$ cat src/rtl/count29_pkg.sv
// Shared types and constants for the count29 receive-side monitor.
// Holds the monitor state encoding, error codes and default geometry.
package count29_pkg;

    typedef enum logic [1:0] {
        ACQ   = 2'd0,
        TRACK = 2'd1,
        FAULT = 2'd2
    } state_t;

    localparam logic [1:0] ERR_NONE  = 2'b00;
    localparam logic [1:0] ERR_STEP  = 2'b01;
    localparam logic [1:0] ERR_RANGE = 2'b10;

    localparam int DEFAULT_MAX   = 29;
    localparam int DEFAULT_WIDTH = 8;
    localparam int DEFAULT_TCW   = 16;

endpackage

$ cat src/rtl/count29_if.sv
// Sample and status bus between the counter harness and count29_monitor.
// The master side drives samples and clr_err; the slave side is the monitor.
interface count29_if
    import count29_pkg::*;
#(
    parameter int WIDTH = DEFAULT_WIDTH,
    parameter int TCW   = DEFAULT_TCW
) ();

    logic             en;
    logic [WIDTH-1:0] q_in;
    logic             mode_in;
    logic             cnt_rst_in;
    logic             clr_err;

    logic             match;
    logic             err;
    logic [1:0]       err_code;
    logic [7:0]       err_cnt;
    logic             dir;
    logic             turn;
    logic [TCW-1:0]   turn_cnt;
    logic             locked;

    modport master (
        output en, q_in, mode_in, cnt_rst_in, clr_err,
        input  match, err, err_code, err_cnt, dir, turn, turn_cnt, locked
    );

    modport slave (
        input  en, q_in, mode_in, cnt_rst_in, clr_err,
        output match, err, err_code, err_cnt, dir, turn, turn_cnt, locked
    );

endinterface

$ cat src/rtl/count29_next.sv
// Combinational next-state rule of the bouncing 0..MAX counter.
// Kept standalone so the counter's own bench can reuse the same predictor.
module count29_next
    import count29_pkg::*;
#(
    parameter int MAX   = DEFAULT_MAX,
    parameter int WIDTH = DEFAULT_WIDTH
) (
    input  logic [WIDTH-1:0] prev_q,
    input  logic             prev_mode,
    input  logic             prev_rst,
    output logic [WIDTH-1:0] pred
);

    localparam logic [WIDTH-1:0] MAX_W = WIDTH'(MAX);
    localparam logic [WIDTH-1:0] ONE_W = WIDTH'(1);

    // The counter bounces at both ends instead of wrapping.
    always_comb begin
        pred = '0;
        if (prev_rst) begin
            pred = '0;
        end else if (!prev_mode) begin
            pred = (prev_q == MAX_W) ? (MAX_W - ONE_W) : (prev_q + ONE_W);
        end else begin
            pred = (prev_q == '0) ? ONE_W : (prev_q - ONE_W);
        end
    end

endmodule

$ cat src/rtl/count29_monitor.sv
// Checks every enabled sample of the bouncing counter against its predicted
// next value and keeps direction, turn and error statistics.
module count29_monitor
    import count29_pkg::*;
#(
    parameter int MAX   = DEFAULT_MAX,
    parameter int WIDTH = DEFAULT_WIDTH,
    parameter int TCW   = DEFAULT_TCW
) (
    input logic      clk,
    input logic      rst_n,
    count29_if.slave bus
);

    localparam logic [WIDTH-1:0] MAX_W = WIDTH'(MAX);
    localparam logic [WIDTH-1:0] ONE_W = WIDTH'(1);

    state_t           state;
    state_t           state_nxt;

    logic [WIDTH-1:0] prev_q;
    logic             prev_mode;
    logic             prev_rst;
    logic [WIDTH-1:0] pred;

    logic             step_valid;
    logic             match_r;
    logic             turn_r;
    logic             err_r;
    logic [1:0]       err_code_r;
    logic [7:0]       err_cnt_r;
    logic             dir_r;
    logic [TCW-1:0]   turn_cnt_r;

    logic             range_bad;
    logic             step_down;
    logic             chk_match;
    logic             chk_step;
    logic             chk_turn;
    logic             chk_err;
    logic [1:0]       chk_code;

    count29_next #(
        .MAX   (MAX),
        .WIDTH (WIDTH)
    ) u_next (
        .prev_q    (prev_q),
        .prev_mode (prev_mode),
        .prev_rst  (prev_rst),
        .pred      (pred)
    );

    assign range_bad = (bus.q_in > MAX_W);
    // A legal non-reset step is either +1 or -1 from the previous value.
    assign step_down = (pred != (prev_q + ONE_W));

    always_ff @(posedge clk or negedge rst_n) begin
        if (!rst_n) begin
            state <= ACQ;
        end else begin
            state <= state_nxt;
        end
    end

    always_comb begin
        state_nxt = state;
        if (!bus.en) begin
            state_nxt = ACQ;
        end else begin
            case (state)
                ACQ:     state_nxt = TRACK;
                TRACK:   state_nxt = (range_bad || (bus.q_in != pred)) ? FAULT : TRACK;
                FAULT:   state_nxt = range_bad ? FAULT : TRACK;
                default: state_nxt = ACQ;
            endcase
        end
    end

    always_comb begin
        chk_match = 1'b0;
        chk_step  = 1'b0;
        chk_err   = 1'b0;
        chk_code  = ERR_NONE;
        if (bus.en) begin
            case (state)
                TRACK: begin
                    if (range_bad) begin
                        chk_err  = 1'b1;
                        chk_code = ERR_RANGE;
                    end else if (bus.q_in != pred) begin
                        chk_err  = 1'b1;
                        chk_code = ERR_STEP;
                    end else begin
                        chk_match = 1'b1;
                        chk_step  = !prev_rst;
                    end
                end
                FAULT: begin
                    if (range_bad) begin
                        chk_err  = 1'b1;
                        chk_code = ERR_RANGE;
                    end
                end
                default: ;
            endcase
        end
        chk_turn = chk_step && step_valid && (step_down != dir_r);
    end

    // step_valid forgets the last direction whenever history is re-seeded.
    always_ff @(posedge clk or negedge rst_n) begin
        if (!rst_n) begin
            prev_q     <= '0;
            prev_mode  <= 1'b0;
            prev_rst   <= 1'b0;
            step_valid <= 1'b0;
            match_r    <= 1'b0;
            turn_r     <= 1'b0;
            err_r      <= 1'b0;
            err_code_r <= ERR_NONE;
            err_cnt_r  <= '0;
            dir_r      <= 1'b0;
            turn_cnt_r <= '0;
        end else begin
            match_r <= chk_match;
            turn_r  <= chk_turn;
            if (bus.en) begin
                prev_q    <= bus.q_in;
                prev_mode <= bus.mode_in;
                prev_rst  <= bus.cnt_rst_in;
            end
            if (!bus.en || (state != TRACK)) begin
                step_valid <= 1'b0;
            end else if (chk_step) begin
                step_valid <= 1'b1;
            end
            if (chk_step) begin
                dir_r <= step_down;
            end
            if (chk_turn) begin
                turn_cnt_r <= turn_cnt_r + 1'b1;
            end
            // A new error in the same cycle as clr_err starts a fresh record.
            if (chk_err) begin
                err_r <= 1'b1;
                if (bus.clr_err || (err_code_r == ERR_NONE)) begin
                    err_code_r <= chk_code;
                end
                if (bus.clr_err) begin
                    err_cnt_r <= 8'd1;
                end else if (err_cnt_r != 8'hFF) begin
                    err_cnt_r <= err_cnt_r + 8'd1;
                end
            end else if (bus.clr_err) begin
                err_r      <= 1'b0;
                err_code_r <= ERR_NONE;
                err_cnt_r  <= '0;
            end
        end
    end

    assign bus.match    = match_r;
    assign bus.turn     = turn_r;
    assign bus.err      = err_r;
    assign bus.err_code = err_code_r;
    assign bus.err_cnt  = err_cnt_r;
    assign bus.dir      = dir_r;
    assign bus.turn_cnt = turn_cnt_r;
    assign bus.locked   = (state == TRACK);

endmodule

$ cat src/flat_wrapper.sv
// flat-port wrapper written by rule: the top's interface ports become plain ports
module count29_monitor_flat import count29_pkg::*;
#(
    parameter int MAX   = DEFAULT_MAX,
    parameter int WIDTH = DEFAULT_WIDTH,
    parameter int TCW   = DEFAULT_TCW
)
  (clk, rst_n, bus_en, bus_q_in, bus_mode_in, bus_cnt_rst_in, bus_clr_err, bus_match, bus_err, bus_err_code, bus_err_cnt, bus_dir, bus_turn, bus_turn_cnt, bus_locked);
  count29_if #(.WIDTH(WIDTH), .TCW(TCW)) bus_i ();
  input logic clk;
  input logic rst_n;
  input wire logic [$bits(bus_i.en)-1:0] bus_en;
  input wire logic [$bits(bus_i.q_in)-1:0] bus_q_in;
  input wire logic [$bits(bus_i.mode_in)-1:0] bus_mode_in;
  input wire logic [$bits(bus_i.cnt_rst_in)-1:0] bus_cnt_rst_in;
  input wire logic [$bits(bus_i.clr_err)-1:0] bus_clr_err;
  output wire logic [$bits(bus_i.match)-1:0] bus_match;
  output wire logic [$bits(bus_i.err)-1:0] bus_err;
  output wire logic [$bits(bus_i.err_code)-1:0] bus_err_code;
  output wire logic [$bits(bus_i.err_cnt)-1:0] bus_err_cnt;
  output wire logic [$bits(bus_i.dir)-1:0] bus_dir;
  output wire logic [$bits(bus_i.turn)-1:0] bus_turn;
  output wire logic [$bits(bus_i.turn_cnt)-1:0] bus_turn_cnt;
  output wire logic [$bits(bus_i.locked)-1:0] bus_locked;
  assign bus_i.en = bus_en;
  assign bus_i.q_in = bus_q_in;
  assign bus_i.mode_in = bus_mode_in;
  assign bus_i.cnt_rst_in = bus_cnt_rst_in;
  assign bus_i.clr_err = bus_clr_err;
  assign bus_match = bus_i.match;
  assign bus_err = bus_i.err;
  assign bus_err_code = bus_i.err_code;
  assign bus_err_cnt = bus_i.err_cnt;
  assign bus_dir = bus_i.dir;
  assign bus_turn = bus_i.turn;
  assign bus_turn_cnt = bus_i.turn_cnt;
  assign bus_locked = bus_i.locked;
  count29_monitor #(.MAX(MAX), .WIDTH(WIDTH), .TCW(TCW)) u_core (.clk(clk), .rst_n(rst_n), .bus(bus_i));
endmodule
$ cat config.mk
export PLATFORM = sky130hd
export DESIGN_NAME = count29_monitor_flat
export DESIGN_NICKNAME = d
export VERILOG_FILES = /design/src/rtl/count29_pkg.sv /design/src/rtl/count29_if.sv /design/src/rtl/count29_next.sv /design/src/rtl/count29_monitor.sv /design/src/flat_wrapper.sv
export SDC_FILE = /design/constraint.sdc
export NUM_CORES = 1
export LEC_CHECK = 0
export ABC_CLOCK_PERIOD_IN_PS = 5690
export BUFFER_PORTS_ARGS = -buffer_cell sky130_fd_sc_hd__buf_2
export CORE_UTILIZATION = 30
export CTS_CLUSTER_SIZE = 24
export DETAILED_ROUTE_END_ITERATION = 8
export GPL_ROUTABILITY_DRIVEN = 0
export PLACE_DENSITY = 0.48
export SLEW_MARGIN = 20
export SYNTH_ARGS = -nofsm -noshare
export SYNTH_HDL_FRONTEND = slang
export SYNTH_HIERARCHICAL = 1
export SYNTH_SLANG_ARGS = --single-unit
$ cat constraint.sdc
create_clock -name clk -period 5.69 [get_ports clk]
set_input_delay 1.138 -clock clk [delete_from_list [all_inputs] [get_ports clk]]
set_output_delay 1.138 -clock clk [all_outputs]
set_load 0.1 [all_outputs]
==> results.cfg <==
[run_status]
run_status = finished clean

[clocking]
clock_tree_from_tritoncts = yes
cts-buffers-inserted = 5
clock_insertion_delay_at_the_later_pin_of_the_skew_report_ns = 0.29
clkTransAtPathRegs_ns = 0.09
cts.sink_count = 43
htree_num_levels = 2
cts-hold-fix-buffers = 0
post_cts_resize_count = 0
cts_setup_buffers = 0
number_of_buffers_on_the_longest_clock_path = 2
cts-root-buf = clkbuf_8

[logic_synthesis]
simple_logic_cell_fraction_of_the_synthesized_area = 0.238
synth-warning-count = 6
ys_async_sr_fraction = 1.00
synth_top_area_frac = 0.342
post-synth-top-count-cell = dfrtp_1
ys_top_cells_by_area = dfrtp_1 34%, xnor2_1 9.2%, mux2i_1 5.7%
synthesis.area_per_instance_um2 = 9.26
synthXorXnorAreaFrac = 0.111
seq_area_frac_synth = 0.342
number_of_synthesized_flops_with_an_enable_pin = 0
post_synth_inst_count = 340
ys_types = 58
muxShareOfSynthArea = 0.101
flop_and_latch_count_out_of_synthesis = 43
synthesis.area_um2 = 3150
post_synthesis_adder_cell_area_fraction = 0.0437
synth_compound_area_frac = 0.114
most_frequently_used_flop_master_after_synthesis = dfrtp_1
main_combinational_cell_family_by_area_after_synthesis = simple AND/OR/NAND/NOR gates
synthesis.nets = 365
cell_taking_the_most_area_after_synthesis = dfrtp_1
ys_top_cells_by_count = 43 x dfrtp_1, 33 x xnor2_1, 27 x nand2_1, 26 x nor3_1, 20 x nor2_1

[pwr]
vdd_ir_drop_max_uv = 114
power.internal_w = 0.000500
power_frac_comb = 0.258
power_switching_w = 0.000266
power_density_normalized_to_cell_area_nw_per_um2 = 215
power.switching_fraction = 0.348
share_seq_of_total_power = 0.459
leakagePower_nw = 1.42
share_clk_of_total_power = 0.283

[global_route]
pin_count_of_the_biggest_net_entering_global_routing = 44
globalRouteMet1Util = 0.204
track_usage = 0.142
groute.layer.met3.usage = 0.0276
antenna_found_initial = 0
met2_usage = 0.220
grt.overflow.total = 0
grt-busiest-layer = met2
grt_first_pass_wirelength_um = 12700
number_of_global_route_vias_before_repair = 2549

[timing]
finalClockSkew_ns = 0.00945
worst_slew_margin_rel = 0.333
unrepaired_setup_endpoints_after_global_routing = false
share_of_the_clock_period_used_by_the_worst_path_after_layout = 0.744
setup_tns_final_ns = 0
tightest_slew_ns = 1.00
timing_hold_violations_final = 0
timing_max_transition_violations_final = 0
fmaxAchievable_ghz = 0.236
period_needed_ns = 4.24
setup-violations-final = 0

[critical_path]
critical-path-max-stage-delay_ns = 0.99
setup.worst_path.end_class = flop
worst_r2r_path_depth = 12
crit_path_category = flop to flop
critPathBufInv = 1
r2r_slack_ns = 1.45
cp_data_arrival_time_ns = 4.41
crit_path_top_delay_cell = or4_1
crit-reg2reg-launch = u_core/prev_q[0]$_DFFE_PN0P_
crit_path_start = u_core/prev_q[0]$_DFFE_PN0P_
crit_family = simple AND/OR/NAND/NOR gates
regToRegEndpoint = u_core/bus.turn_cnt[1]$_DFFE_PN0P_
worstSetupStartpointType = flop
critical_path_peak_fanout = 33
worstPathCellList = inv_1 -> ha_1 -> nor4b_2 -> nand2_1 -> nand2_1 -> a221oi_1 -> xnor2_1 -> nand4_1 -> or4_1 -> nor3_1 -> mux2_4 -> mux2_2
critical_path.most_common_cell = nand2_1
worst_ep_required_time_ns = 5.87

[placed_design]
dpl.hpwl_um = 5400
dp.cells = 505
portBuffers = 44

[min_path]
worstHoldEndpoint = u_core/bus.turn_cnt[15]$_DFFE_PN0P_
worst_hold_path.num_cells = 1
timing.hold.worst.class = flop to flop
holdCritStartpoint = u_core/bus.turn_cnt[15]$_DFFE_PN0P_

[drt]
drcViolationCount = 0
first_pass_detailed_route_iteration_total = 4
routed-via-count = 2594
antenna_left = 0
wl_um = 7450
wire_per_inst_um = 14.5
drt_iter0_drc = 134
via_per_inst = 5.06

[run]
maxCapViolations = 0

[floorplanning]
floorplan.rows = 37
die_y_um = 104
initial_cell_density_of_the_core = 0.308
core_area_um2 = 10200
fp.dieArea_um2 = 10900
num_io_pins = 45
die_w_um = 104

[cells_and_area]
finish.cell_count_without_fillers = 513
area_growth_syn_to_layout_pct = 13.0
fin_nets = 401
fillerInstances = 1076
layout-drive-gt1-share = 0.207
area_taken_by_multi_input_logic_gates_um2 = 1920
sequential_cell_area_um2 = 1080
diodes = 0
==> placed cells by master, fill, tap and decap left out, drive strengths merged, types with 7 or more instances in the layout <==
| cell | synthesis | routed |
|---|---|---|
| a21oi | 13 | 13 |
| xnor2 | 33 | 33 |
| nand3 | 13 | 13 |
| ha | 11 | 11 |
| nor2 | 20 | 20 |
| mux2 | 12 | 12 |
| nand4 | 10 | 10 |
| xor2 | 7 | 7 |
| buf | 11 | 45 |
| nand2 | 27 | 27 |
| mux2i | 18 | 18 |
| clkbuf | 5 | 8 |
| nor3 | 27 | 27 |
| inv | 16 | 16 |
| o21ai | 8 | 8 |
| dfrtp | 43 | 43 |
==> per-layer routing <==
metal | vias up | share of wire
met3 | 2 | 0.038
li1 | 1304 | -
met5 | - | 0
met1 | 1244 | 0.52
met2 | 44 | 0.44
met4 | 0 | 0.0047
==> flip-flops by register name, summed over array words and instances (netlist names) <==
register,cells
u_core/prev_mode,1
u_core/bus.err,1
u_core/bus.turn_cnt,16
u_core/bus.err_cnt,8
u_core/bus.err_code,2
u_core/step_valid,1
u_core/bus.match,1
u_core/prev_rst,1
u_core/state,2
u_core/prev_q,8
u_core/bus.dir,1
u_core/bus.turn,1
==> power groups by stage <==
stage	Combinational, W	Clock (W)	Sequential, W
floorplan	0.000136	0	0.000369
global placement	0.000196	0	0.000358
detailed placement	0.000197	0	0.000358
CTS	0.000198	0.000226	0.000352
global route	0.000217	0.000239	0.000355
finish	0.000198	0.000217	0.000351
==> cell type report <==
| class | count | area share |
|---|---|---|
| Clock buffer | 8 | 0.0281 |
| Inverter | 16 | 0.0169 |
| Multi-Input combinational cell | 265 | 0.540 |
| Sequential cell | 43 | 0.302 |
| Tap cell | 136 | 0.0478 |
| Timing Repair Buffer | 45 | 0.0647 |
==> kinds of logic after synthesis <==
logic type                 after synthesis
adders and majority gates               11
DFF                                     43
xor gates and xnor gates                40
AOI/OAI and AO/OA                       50
muxes                                   30
buffers and inverters                   32
and+or+nand+nor                        134
==> worst max-delay path by stage <==
stage / endpoint / cells past startpoint
finish: u_core/bus.turn_cnt[1]$_DFFE_PN0P_ / 12
detailed placement: u_core/bus.turn_cnt[1]$_DFFE_PN0P_ / 12
global route: u_core/bus.turn_cnt[1]$_DFFE_PN0P_ / 11
floorplan: u_core/bus.turn_cnt[1]$_DFFE_PN0P_ / 13
CTS: u_core/bus.turn_cnt[1]$_DFFE_PN0P_ / 11
global placement: u_core/bus.turn_cnt[1]$_DFFE_PN0P_ / 12
==> per-stage QoR <==
stage                     setup slack [ns]  hold WS (ns)  utilization  cell area, um^2  power [W]
after floorplan                       2.32         0.480            -             3150   0.000504
after global placement                1.59         0.457        0.338             3450   0.000554
after detailed placement              1.46         0.470        0.338             3450   0.000555
after CTS                             1.44         0.487        0.347             3550   0.000776
after global routing                  1.05         0.500        0.348             3560   0.000811
final                                 1.45         0.479        0.348             3560   0.000766
Power figures use the tool's default switching activity.
